**config.mk**
```make
export PLATFORM = sky130hd
export DESIGN_NAME = bcd_alu_seq
export DESIGN_NICKNAME = d
export VERILOG_FILES = /design/src/rtl/bcd_alu_seq.sv
export SDC_FILE = /design/constraint.sdc
export NUM_CORES = 1
export LEC_CHECK = 0
export CORE_MARGIN = 2
export CORE_UTILIZATION = 45
export DETAILED_ROUTE_END_ITERATION = 10
export DONT_BUFFER_PORTS = 1
export PLACE_DENSITY = 0.72
export SYNTH_ARGS = -nofsm -noshare
export SYNTH_HDL_FRONTEND = slang
export SYNTH_SLANG_ARGS = --single-unit
```
**constraint.sdc**
```tcl
create_clock -name clk -period 7 [get_ports clk]
set_input_delay 1.05 -clock clk [delete_from_list [all_inputs] [get_ports clk]]
set_output_delay 1.05 -clock clk [all_outputs]
set_load 0.02 [all_outputs]
```
**src/rtl/bcd_alu_seq.sv**
```systemverilog
// bcd_alu_seq: multi-cycle packed-BCD ALU with a start/done handshake.
// BCD_ALU_SAT_EN makes the result saturate to all nines on overflow.
module bcd_alu_seq #(
  parameter int DIGITS = 4,
  parameter int BIN_W  = 14
) (
  input  logic                clk,
  input  logic                rst,
  input  logic                start,
  input  logic [2:0]          op,
  input  logic [4*DIGITS-1:0] a,
  input  logic [4*DIGITS-1:0] b,
  output logic                busy,
  output logic                done,
  output logic [4*DIGITS-1:0] result,
  output logic                neg,
  output logic                ovf,
  output logic                err
);

  localparam int W  = 4 * DIGITS;
  localparam int SW = W + 4;
  localparam int CW = $clog2(DIGITS + BIN_W + 1);

  localparam logic [2:0] OP_ADD = 3'd0;
  localparam logic [2:0] OP_SUB = 3'd1;
  localparam logic [2:0] OP_XOR = 3'd2;
  localparam logic [2:0] OP_AND = 3'd3;
  localparam logic [2:0] OP_OR  = 3'd4;

  localparam logic [W-1:0] NINES = {DIGITS{4'h9}};

  typedef enum logic [2:0] {
    S_IDLE,
    S_ADDSUB,
    S_BIN_CONV,
    S_LOGIC,
    S_DABBLE,
    S_DONE
  } state_t;

  state_t r_state;
  state_t w_next;

  logic [W-1:0]     r_x;
  logic [W-1:0]     r_y;
  logic [W-1:0]     r_acc;
  logic [W-1:0]     r_res;
  logic [2:0]       r_op;
  logic [BIN_W-1:0] r_bx;
  logic [BIN_W-1:0] r_by;
  logic [BIN_W-1:0] r_bin;
  logic [SW-1:0]    r_scr;
  logic [CW-1:0]    r_cnt;
  logic             r_c;
  logic             r_neg;
  logic             r_ovf;
  logic             r_err;

  logic             w_bad;
  logic             w_last_d;
  logic             w_last_b;
  logic [4:0]       w_sum;
  logic [4:0]       w_dif;
  logic [3:0]       w_dig;
  logic             w_cout;
  logic [W-1:0]     w_acc_n;
  logic             w_add_ovf;
  logic [W-1:0]     w_add_res;
  logic [SW-1:0]    w_adj;
  logic [SW-1:0]    w_scr_n;
  logic             w_dab_ovf;
  logic [W-1:0]     w_dab_res;
  logic [3:0]       w_xtop;
  logic [3:0]       w_ytop;

  function automatic logic f_bad(input logic [W-1:0] v);
    logic r;
    r = 1'b0;
    for (int i = 0; i < DIGITS; i++)
      if (v[4*i +: 4] > 4'd9) r = 1'b1;
    return r;
  endfunction

  assign w_bad    = (op > OP_OR) | f_bad(a) | f_bad(b);
  assign w_last_d = (r_cnt == CW'(DIGITS - 1));
  assign w_last_b = (r_cnt == CW'(BIN_W - 1));
  assign w_xtop   = r_x[W-1 -: 4];
  assign w_ytop   = r_y[W-1 -: 4];

  // One BCD digit of add or subtract on the low digits of x and y.
  always_comb begin
    w_sum  = {1'b0, r_x[3:0]} + {1'b0, r_y[3:0]} + {4'd0, r_c};
    w_dif  = {1'b0, r_x[3:0]} - {1'b0, r_y[3:0]} - {4'd0, r_c};
    w_dig  = w_sum[3:0];
    w_cout = 1'b0;
    if (r_op == OP_SUB) begin
      if (w_dif[4]) begin
        w_dig  = w_dif[3:0] + 4'd10;
        w_cout = 1'b1;
      end else begin
        w_dig  = w_dif[3:0];
      end
    end else if (w_sum > 5'd9) begin
      w_dig  = w_sum[3:0] - 4'd10;
      w_cout = 1'b1;
    end
  end

  assign w_acc_n   = {w_dig, r_acc[W-1:4]};
  assign w_add_ovf = (r_op == OP_ADD) & w_cout;

  // Add-3 correction on every scratch digit before the next shift.
  always_comb begin
    w_adj = r_scr;
    for (int i = 0; i <= DIGITS; i++)
      if (r_scr[4*i +: 4] >= 4'd5)
        w_adj[4*i +: 4] = r_scr[4*i +: 4] + 4'd3;
  end

  assign w_scr_n   = (w_adj << 1)
                   | {{(SW-1){1'b0}}, r_bin[BIN_W-1]};
  assign w_dab_ovf = |w_scr_n[SW-1:W];

`ifdef BCD_ALU_SAT_EN
  assign w_add_res = w_add_ovf ? NINES : w_acc_n;
  assign w_dab_res = w_dab_ovf ? NINES : w_scr_n[W-1:0];
`else
  assign w_add_res = w_acc_n;
  assign w_dab_res = w_scr_n[W-1:0];
`endif

  // State register.
  always_ff @(posedge clk) begin
    if (rst) r_state <= S_IDLE;
    else     r_state <= w_next;
  end

  // Next-state selection.
  always_comb begin
    w_next = r_state;
    unique case (r_state)
      S_IDLE: begin
        if (start) begin
          if (w_bad)            w_next = S_DONE;
          else if (op <= OP_SUB) w_next = S_ADDSUB;
          else                  w_next = S_BIN_CONV;
        end
      end
      S_ADDSUB:   if (w_last_d) w_next = S_DONE;
      S_BIN_CONV: if (w_last_d) w_next = S_LOGIC;
      S_LOGIC:    w_next = S_DABBLE;
      S_DABBLE:   if (w_last_b) w_next = S_DONE;
      S_DONE:     w_next = S_IDLE;
      default:    w_next = S_IDLE;
    endcase
  end

  // Operand capture and the per-state datapath.
  always_ff @(posedge clk) begin
    if (rst) begin
      r_x   <= '0;
      r_y   <= '0;
      r_acc <= '0;
      r_res <= '0;
      r_op  <= '0;
      r_bx  <= '0;
      r_by  <= '0;
      r_bin <= '0;
      r_scr <= '0;
      r_cnt <= '0;
      r_c   <= 1'b0;
      r_neg <= 1'b0;
      r_ovf <= 1'b0;
      r_err <= 1'b0;
    end else begin
      unique case (r_state)
        S_IDLE: begin
          if (start) begin
            r_op  <= op;
            r_neg <= 1'b0;
            r_ovf <= 1'b0;
            r_err <= 1'b0;
            r_cnt <= '0;
            r_c   <= 1'b0;
            r_acc <= '0;
            r_bx  <= '0;
            r_by  <= '0;
            r_scr <= '0;
            r_x   <= a;
            r_y   <= b;
            if (w_bad) begin
              r_err <= 1'b1;
              r_res <= '0;
            end else if (op == OP_SUB && a < b) begin
              r_x   <= b;
              r_y   <= a;
              r_neg <= 1'b1;
            end
          end
        end
        S_ADDSUB: begin
          r_x   <= r_x >> 4;
          r_y   <= r_y >> 4;
          r_c   <= w_cout;
          r_acc <= w_acc_n;
          r_cnt <= r_cnt + CW'(1);
          if (w_last_d) begin
            r_res <= w_add_res;
            r_ovf <= w_add_ovf;
          end
        end
        S_BIN_CONV: begin
          r_x   <= r_x << 4;
          r_y   <= r_y << 4;
          r_bx  <= r_bx * BIN_W'(10) + BIN_W'(w_xtop);
          r_by  <= r_by * BIN_W'(10) + BIN_W'(w_ytop);
          r_cnt <= w_last_d ? '0 : r_cnt + CW'(1);
        end
        S_LOGIC: begin
          r_cnt <= '0;
          unique case (r_op)
            OP_XOR:  r_bin <= r_bx ^ r_by;
            OP_AND:  r_bin <= r_bx & r_by;
            default: r_bin <= r_bx | r_by;
          endcase
        end
        S_DABBLE: begin
          r_scr <= w_scr_n;
          r_bin <= r_bin << 1;
          r_cnt <= r_cnt + CW'(1);
          if (w_last_b) begin
            r_res <= w_dab_res;
            r_ovf <= w_dab_ovf;
          end
        end
        default: begin
        end
      endcase
    end
  end

  assign busy   = (r_state != S_IDLE) && (r_state != S_DONE);
  assign done   = (r_state == S_DONE);
  assign result = r_res;
  assign neg    = r_neg;
  assign ovf    = r_ovf;
  assign err    = r_err;

endmodule

```
# After elaboration in Yosys (flattened, before gate mapping)
# Index checks and enable logic that the tools add are counted.
# totals
ff_bits	141
inputBits	38
elab_cells	154
# classes
add_sub_neg	14
mul	2
order_cmp	17
n_eq_ne	17
n_mux	59
n_bitwise	7
reduce_logical	23
# op_table
operator	n
$mux 16	11
$pmux 16 s3	3
$pmux 14 s2	4
$pmux 20 s2	1
$gt 4x4->1 const B	8
$pmux 16 s2	1
$add 14x4->14	2
$mul 14x3->13 const B	2
$mux 4	7
$ge 4x3->1 const B	5
$mux 20	1
$or 20x1->20	1
$pmux 5 s4	1
$mux 3	6
$mux 1	17
$add 4x2->4 const B	4
$lt 16x16->1	1
$pmux 3 s5	1
$and 14x14->14	1
$mux 14	1
$or 14x14->14	1
$xor 14x14->14	1
$eq 3x2->1 const B	4
$reduce_and 2->1	6
other kinds (32)	49

# Logic depth before layout (Yosys ltp)
# Gate-level depths: netlist of the first run.
# logic_depth
depth_word	10
mapped_depth	11
depth_no_buf	11

# Worst setup path after synthesis of the first run
# No wires, ideal clock.
# synth_path
path_kind	input -> register
startpoint	input b[1]
endpoint	register r_x[12]
setup_ps	126
t_arrival_ps	2679
t_required_ps	6874
slack_ps	4195
path_stages	10
path_cell_list	inv_1 > ha_1 > a2111oi_2 > o21bai_1 > a41o_1 > a21oi_4 > buf_4 > buf_6 > mux2i_1 > o21ai_0
# synth_via
elab_chain_len	9
elab_cells_between_ends	12
cone_classes	2 x order compare; 8 x mux; 1 x bitwise; 1 x reduce/logical
# synth_lines
element	line_no	source
start: declaration	12	input logic [4*DIGITS-1:0] b,
$gt 4x4->1	81	if (v[4*i +: 4] > 4'd9) r = 1'b1;
$mux 1 (4 in series)	81	
$or 1x1->1	85	assign w_bad = (op > OP_OR) | f_bad(a) | f_bad(b);
$mux 16 *	192	if (w_bad) begin
$mux 16 *	179	if (start) begin
$pmux 16 s3 *	177	unique case (r_state)
end signal: assignment	203	r_x <= r_x >> 4;
end signal: assignment	214	r_x <= r_x << 4;
end: declaration	45	logic [W-1:0] r_x;
# Mark *: on every way between the ends. The rest lies on a longest branch, timed or not. The select of a mux whose other input is x is not followed.
# A chain may end at the register's enable or synchronous reset.

# Final worst setup path of the first run
# layout_path
startpoint	register r_state[2]
endpoint	register r_y[12]
# layout_via
elab_chain_len	3
elab_cells_between_ends	7
cone_classes	3 x eq/ne; 1 x mux; 3 x reduce/logical
# layout_lines
element	line_no	source
start: declaration	42	state_t r_state;
start signal: assignment	136	else r_state <= w_next;
$eq 3x1->1, or another cell as far along	177	
$reduce_bool 3->1 (no source line) or $ne 2x2->1 (tied branches)	-	
$reduce_and 2->1 (no source line)	-	
end signal: assignment	204	r_y <= r_y >> 4;
end signal: assignment	215	r_y <= r_y << 4;
end: declaration	46	logic [W-1:0] r_y;
# Several ways; a longest one is shown, not always the timed one.

==> results of run 1 <==
-- through the flow --
| stage | utilization [%] | cell area, um^2 |
|---|---|---|
| detailed placement | 46.2 | 10000 |
| finish | 48.8 | 10600 |
| global route | 48.8 | 10600 |
| floorplan | - | 9900 |
| CTS | 48.8 | 10600 |
| global placement | 46.2 | 10000 |
-- cell usage in the layout (no fill, tap or decap), drive strengths merged, types with 5 or more instances in the layout --
cell type,count
nand2,77
a221o,16
nand3,38
and3b,5
nor3b,8
nand2b,14
buf,9
a21oi,96
a211o,23
o211ai,20
mux2i,10
nor4,5
nor2,190
xor2,17
nor3,11
dfxtp,137
a21o,12
a221oi,5
o21ai,38
inv,78
nand4,13
xnor2,42
clkbuf,17
a22oi,47
and3,5
and4,21
mux2,18
a211oi,22
a22o,8
ha,111
nor2b,6
fa,8
o21bai,8
-- layer usage --
layer | vias to the layer above | global-route usage [%] | wire length, um
met2 | 199 | 34.4 | 11200
met3 | 36 | 3.78 | 1150
met4 | 0 | 7.30 | 516
met1 | 4046 | 26.9 | 10800
li1 | 4277 | - | -
met5 | - | 0 | 0
-- layout make-up --
| cell class | instances | area [um^2] | area share (%) |
|---|---|---|---|
| Inverter | 67 | 251 | 2.37 |
| Sequential cell | 137 | 2740 | 25.9 |
| Tap cell | 280 | 350 | 3.31 |
| Timing Repair Buffer | 9 | 67.6 | 0.638 |
| Clock inverter | 15 | 151 | 1.43 |
| Multi-Input combinational cell | 936 | 6600 | 62.3 |
| Clock buffer | 17 | 425 | 4.02 |
-- sequential cells by signal (all words and copies together) (netlist names), 3 cells and up --
register / count
r_acc: 12
r_bin: 14
r_bx: 14
r_by: 14
r_cnt: 5
r_op: 3
r_scr: 20
r_state: 3
r_x: 16
r_y: 16
result: 16
-- worst min-delay path: stages (launching register included) --
cell and delay [ns]:
dfxtp_1 0.33, nand2_1 0.06, a21oi_1 0.05
-- power by group through the flow --
stage | clock network, mW | registers (mW) | logic, mW
after floorplan | 0 | 1.12 | 1.24
after global placement | 0 | 1.22 | 1.45
after detailed placement | 0 | 1.22 | 1.48
after CTS | 0.910 | 1.20 | 1.49
after global routing | 0.945 | 1.23 | 1.69
final | 0.894 | 1.21 | 1.49
-- logic make-up (layout without fill, tap and decap cells) --
group	count (synthesis)	after routing
adder cells (fa/ha/maj)	119	119
multiplexers	28	28
AND/OR/NAND/NOR	408	408
flip-flops	137	137
AO/OA/AOI/OAI	322	322
buffers and inverters	139	108
XOR/XNOR	59	59
-- worst min-delay path by stage --
stage,startpoint,endpoint,slack (ns)
5_1_grt,r_scr[19],r_scr[19],0.51
2_1_floorplan,r_acc[12],r_acc[12],0.45
3_5_place_dp,r_acc[13],r_acc[13],0.47
4_1_cts,r_acc[13],r_acc[13],0.48
3_3_place_gp,r_acc[13],r_acc[13],0.46
6_report,r_acc[13],r_acc[13],0.48
==> results by group, run 1 <==
Outcome
  • Outcome: finished, final reports clean

Global route
  • Largest net degree at the start of global routing: 133
  • Vias in the first global route: 8159
  • First-pass GRT wire length: 40.3 mm
  • Initial antenna violation count: 0
  • Gr usage total: 20.7%
  • Remaining Overflow, GRT: 0

Yosys
  • Synth warn: 0
  • Ranking of synthesized cells by area: dfxtp_1, ha_1, nor2_1
  • Flops & latches, synth: 137
  • Syn_nets: 1369
  • Yosys top cell by area: dfxtp_1
  • EDFF count, synth: 0
  • Top-count cell post-synth: nor2_1
  • Mapped Area: 9900 um^2
  • Synth Area in Compound Gates: 22.6%
  • Adder-Cell Fraction of Synth Area: 15.7%
  • Main synth FF type: dfxtp_1
  • Xor and xnor fraction of the mapped netlist area: 5.22%
  • Largest family of logic cells by synthesized area: compound AO/OA/AOI/OAI gates
  • Fraction of registers with async set/reset: 0%
  • Multiplexer share of the synthesized area: 3.06%
  • Avg Inst Size Synth: 8.16 um^2
  • Count of unique library cells instantiated by Yosys: 69
  • Register area share after synthesis: 27.7%
  • Mapped Cells: 1212
  • Simple logic cell fraction of the synthesized area: 19.9%
  • Most instantiated cells after synthesis: nor2_1, dfxtp_1, ha_1, a21oi_1, nand2_1
  • Share of the synthesized area in the top cell type: 27.7%

Pwr
  • Largest vdd supply drop: 0.238 mV
  • Switching part of the total power: 43.7%
  • Gate power share: 41.5%
  • Net switching power: 1.57 mW
  • Final Power: 3.59 mW
  • Int Pwr: 2.02 mW
  • Flop pwr share: 33.6%
  • Power Density: 339 nW/um^2
  • Clock Power Share: 24.9%
  • Leak: 4.55 nW

Clock network
  • # Post-CTS Setup Buffers: 0
  • Clock-pin slew on the worst setup and hold paths: 0.07 ns
  • CTS tree: yes
  • Worst-Skew Late Latency: 0.43 ns
  • Clock sink total: 137
  • Root buf cell: clkbuf_16
  • Clk buf depth: 2
  • Resized Gates After CTS: 0
  • H-tree levels: 4
  • CTS Buf Count: 17
  • Post-CTS Hold Buffers: 0

Timing
  • Skew final: 0.0115 ns
  • Tmin final: 3.33 ns
  • WHS: 0.480 ns
  • Slew Limit Fails: 0
  • Fmax: 301 MHz
  • # setup viols final: 0
  • Hold violation total from the final report: 0
  • Setup ws final: 3.67 ns
  • Final period util: 47.5%
  • Post-Route Setup TNS: 0 ns
  • Actual transition at the worst max-transition pin: 1.24 ns
  • RSZ-0062 raised after global routing: no
  • Worst rel slew slack: 17.2%

Place
  • Post-place setup slack: 3.65 ns
  • RePlAce Congestion: 0.891
  • Port Buffers: 0
  • Post-DP HPWL: 16.5 mm
  • Placed cells: 1429

Setup path
  • Critical path cell sequence: nor2_1, and2_2, nor2_4, nand3_1, mux2_2, o31ai_1
  • Reg2Reg Capture Point: r_y[12]
  • Crit path launch type: register
  • Critical path required time: 7.34 ns
  • Reg2Reg Launch Point: r_state[2]
  • CP Capture Type: register
  • Worst setup endpoint: r_y[12]
  • CP max stage delay: 1.08 ns
  • R2R Setup Slk: 3.67 ns
  • Slowest cell on crit path: nor2_4
  • Worst Setup SP: r_state[2]
  • Critical Path AT: 3.67 ns
  • Cell count of the worst reg-to-reg path: 6
  • Crit path depth: 6
  • WS Path Type: reg2reg
  • CP max FO: 61
  • Buf/Inv on CP: 0
  • Delay-heaviest family, CP: simple AND/OR/NAND/NOR gates

Drt
  • Final wirelength: 23.7 mm
  • Post-route DRC: 0
  • Detail Route Antenna Nets: 0
  • Via density: 5.86
  • WL per Instance: 16.2 um
  • Vias: 8558
  • Initial DRC count: 738
  • Drt pass-1 iters: 5

Layout
  • Final Non-Filler Cells: 1461
  • Filler Cells Inserted: 2071
  • Number of diodes: 0
  • Final nets: 1325
  • Share of layout cells above drive strength 1: 6.77%
  • Layout area overhead: 7.02%

Die
  • CORE AREA: 21700 um^2
  • Rows: 54
  • Initial Util: 45.6%
  • Die X: 152 um
  • Die ar.: 23200 um^2
  • Die height: 152 um
  • Top Ports: 59

Hold path
  • Hold Crit Depth: 2
  • Hold crit path type: reg2reg

Job
  • Max-cap check violation count: 0
(Power assumes the default switching activity.)
==> run 2, diff against run 1 <==
--- a/config.mk
+++ b/config.mk
@@ -9,7 +9,7 @@
 export CORE_UTILIZATION = 45
 export DETAILED_ROUTE_END_ITERATION = 10
 export DONT_BUFFER_PORTS = 1
-export PLACE_DENSITY = 0.72
+export PLACE_DENSITY = 0.74
 export SYNTH_ARGS = -nofsm -noshare
 export SYNTH_HDL_FRONTEND = slang
 export SYNTH_SLANG_ARGS = --single-unit
==> constraint.sdc (replaced) <==
create_clock -name clk -period 2.8 [get_ports clk]
set_input_delay 0.42 -clock clk [delete_from_list [all_inputs] [get_ports clk]]
set_output_delay 0.42 -clock clk [all_outputs]
set_load 0.02 [all_outputs]
==> results by group, run 2 (same netlist as run 1, synthesis figures left out) <==
Setup path
  • Crit path depth: 10 (was 6)
  • Critical path cell sequence: buf_4, ha_1, ha_1, a21o_1, a221oi_2, xnor2_1, nand4_1, nor4b_2, xnor2_1, a22o_1 (was nor2_1, and2_2, nor2_4, nand3_1, mux2_2, o31ai_1)
  • Delay-heaviest family, CP: compound AO/OA/AOI/OAI gates (was simple AND/OR/NAND/NOR gates)
  • CP max FO: 4 (was 61)
  • Critical path required time: 3.13 ns (was 7.34 ns)
  • Worst Setup SP: r_by[3] (was r_state[2])
  • Crit path launch type: register (unchanged)
  • Buf/Inv on CP: 1 (was 0)
  • Reg2Reg Capture Point: r_by[13] (was r_y[12])
  • Reg2Reg Launch Point: r_by[3] (was r_state[2])
  • CP max stage delay: 0.36 ns (was 1.08 ns)
  • CP Capture Type: register (unchanged)
  • R2R Setup Slk: 0.1 ns (was 3.67 ns)
  • WS Path Type: reg2reg (unchanged)
  • Slowest cell on crit path: ha_1 (was nor2_4)
  • Worst setup endpoint: r_by[13] (was r_y[12])
  • Critical Path AT: 3.03 ns (was 3.67 ns)
  • Cell count of the worst reg-to-reg path: 10 (was 6)

Place
  • Dpl cell area: 10300 um^2 (was 10000 um^2)
  • Post-place setup slack: 0.0170 ns (was 3.65 ns)
  • Port Buffers: 0 (unchanged)
  • Post-DP HPWL: 17.5 mm (was 16.5 mm)
  • RePlAce Congestion: 0.878 (was 0.891)

Timing
  • Post-Route Setup TNS: 0 ns (unchanged)
  • Setup ws final: 0.0987 ns (was 3.67 ns)
  • # setup viols final: 0 (unchanged)
  • Slew Limit Fails: 0 (unchanged)
  • Skew final: 0.0113 ns (was 0.0115 ns)
  • Actual transition at the worst max-transition pin: 1.02 ns (was 1.24 ns)
  • Final period util: 96.5% (was 47.5%)
  • Tmin final: 2.70 ns (was 3.33 ns)
  • WHS: 0.0523 ns (was 0.480 ns)
  • Worst rel slew slack: 32.3% (was 17.2%)
  • Fmax: 370 MHz (was 301 MHz)
  • Hold violation total from the final report: 0 (unchanged)

Layout
  • Layout Cell Area excl Fill: 11000 um^2 (was 10600 um^2)
  • Final nets: 1363 (was 1325)
  • Layout area overhead: 11.6% (was 7.02%)
  • Max FFs per register: 20 (unchanged)
  • Number of diodes: 0 (unchanged)
  • Commonest non-fill, non-tap cells in the layout: nor2_1, dfxtp_1, ha_1, a21oi_1, nand2_1 (unchanged)
  • Commonest non-fill, non-tap cell in the layout: nor2_1 (unchanged)
  • Top reg by flops: r_scr (unchanged)
  • Share of layout cells above drive strength 1: 11.8% (was 6.77%)

Die
  • Die height: 152 um (unchanged)
  • Die X: 152 um (unchanged)
  • Die ar.: 23200 um^2 (unchanged)
  • Initial Util: 45.6% (unchanged)
  • CORE AREA: 21700 um^2 (unchanged)
  • Top Ports: 59 (unchanged)
  • Rows: 54 (unchanged)

Global route
  • Initial antenna violation count: 0 (unchanged)
  • Vias in the first global route: 8369 (was 8159)
  • Remaining Overflow, GRT: 0 (unchanged)
  • Largest net degree at the start of global routing: 133 (unchanged)
  • First-pass GRT wire length: 40.6 mm (was 40.3 mm)
  • Gr usage total: 21.0% (was 20.7%)

Outcome
  • Outcome: finished, final reports clean (unchanged)

Clock network
  • H-tree levels: 4 (unchanged)
  • Clock-pin slew on the worst setup and hold paths: 0.07 ns (about the same)
  • Clock sink total: 137 (unchanged)
  • CTS tree: yes (unchanged)
  • Root buf cell: clkbuf_16 (unchanged)
  • Clk buf depth: 2 (unchanged)
  • CTS Buf Count: 17 (unchanged)
  • Worst-Skew Late Latency: 0.44 ns (was 0.43 ns)

Hold path
  • Hold crit path type: in2reg (was reg2reg)

Job
  • Max-cap check violation count: 0 (unchanged)

Drt
  • Final wirelength: 24.7 mm (was 23.7 mm)
  • Drt pass-1 iters: 6 (was 5)
  • Via density: 5.89 (was 5.86)
  • Detail Route Antenna Nets: 0 (unchanged)
  • Vias: 8836 (was 8558)
  • WL per Instance: 16.4 um (was 16.2 um)
  • Post-route DRC: 0 (unchanged)
  • Initial DRC count: 605 (was 738)

Pwr
  • Largest vdd supply drop: 0.557 mV (was 0.238 mV)
  • Leak: 4.79 nW (was 4.55 nW)
  • Final Power: 9.41 mW (was 3.59 mW)
  • Power Density: 852 nW/um^2 (was 339 nW/um^2)
-- run 2: worst min-delay path by stage --
stage | from | to | slack (ns) | cells past startpoint
6_report | rst | r_c | 0.05 | 1
5_1_grt | rst | r_acc[15] | 0.04 | 1
4_1_cts | rst | r_c | 0.05 | 1
3_5_place_dp | r_cnt[4] | r_cnt[4] | 0.47 | 2
3_3_place_gp | r_cnt[4] | r_cnt[4] | 0.46 | 2
2_1_floorplan | r_acc[12] | r_acc[12] | 0.45 | 2
-- run 2: stage by stage --
step,instances,util [%]
global route,1499,50.9
CTS,1497,50.2
global placement,1465,47.5
detailed placement,1465,47.5
floorplan,1212,-
finish,1499,50.9
-- run 2: area by class of cell --
cell class	count	area [um^2]
well taps	280	350
flip-flops and latches	137	2750
multi-input cells	936	6740
repair buffers	47	378
inverters	67	251
clock inverters	15	154
clock buffers	17	425
fillers	2006	10600
-- run 2: what timing repair did --
item,CTS,global route
gates resized for setup,0,31
hold buffers,0,0
hold endpoints to repair,0,0
setup endpoints to repair,0,12
buffers inserted,0,2
-- run 2: report_power, final --
group | internal, mW | switching, mW
combinational | 1.69 | 2.50
sequential | 2.37 | 0.614
clock | 1.26 | 0.980
total | 5.31 | 4.10
-- run 2: routing by layer --
layer,global-route usage [%],vias up,wire (um)
li1,-,4350,-
met1,27.1,4228,11200
met2,35.1,218,11700
met3,3.38,40,1150
met4,8.10,0,585
met5,0,-,0
-- run 2: worst reg2reg max path: cells and delay by family, from the launching register on --
kind	cells	cell delay, ns
compound gates	3	0.68
fa+ha+maj	2	0.65
simple gates	2	0.49
flops	1	0.34
xor+xnor	2	0.28
buf+inv	1	0.17
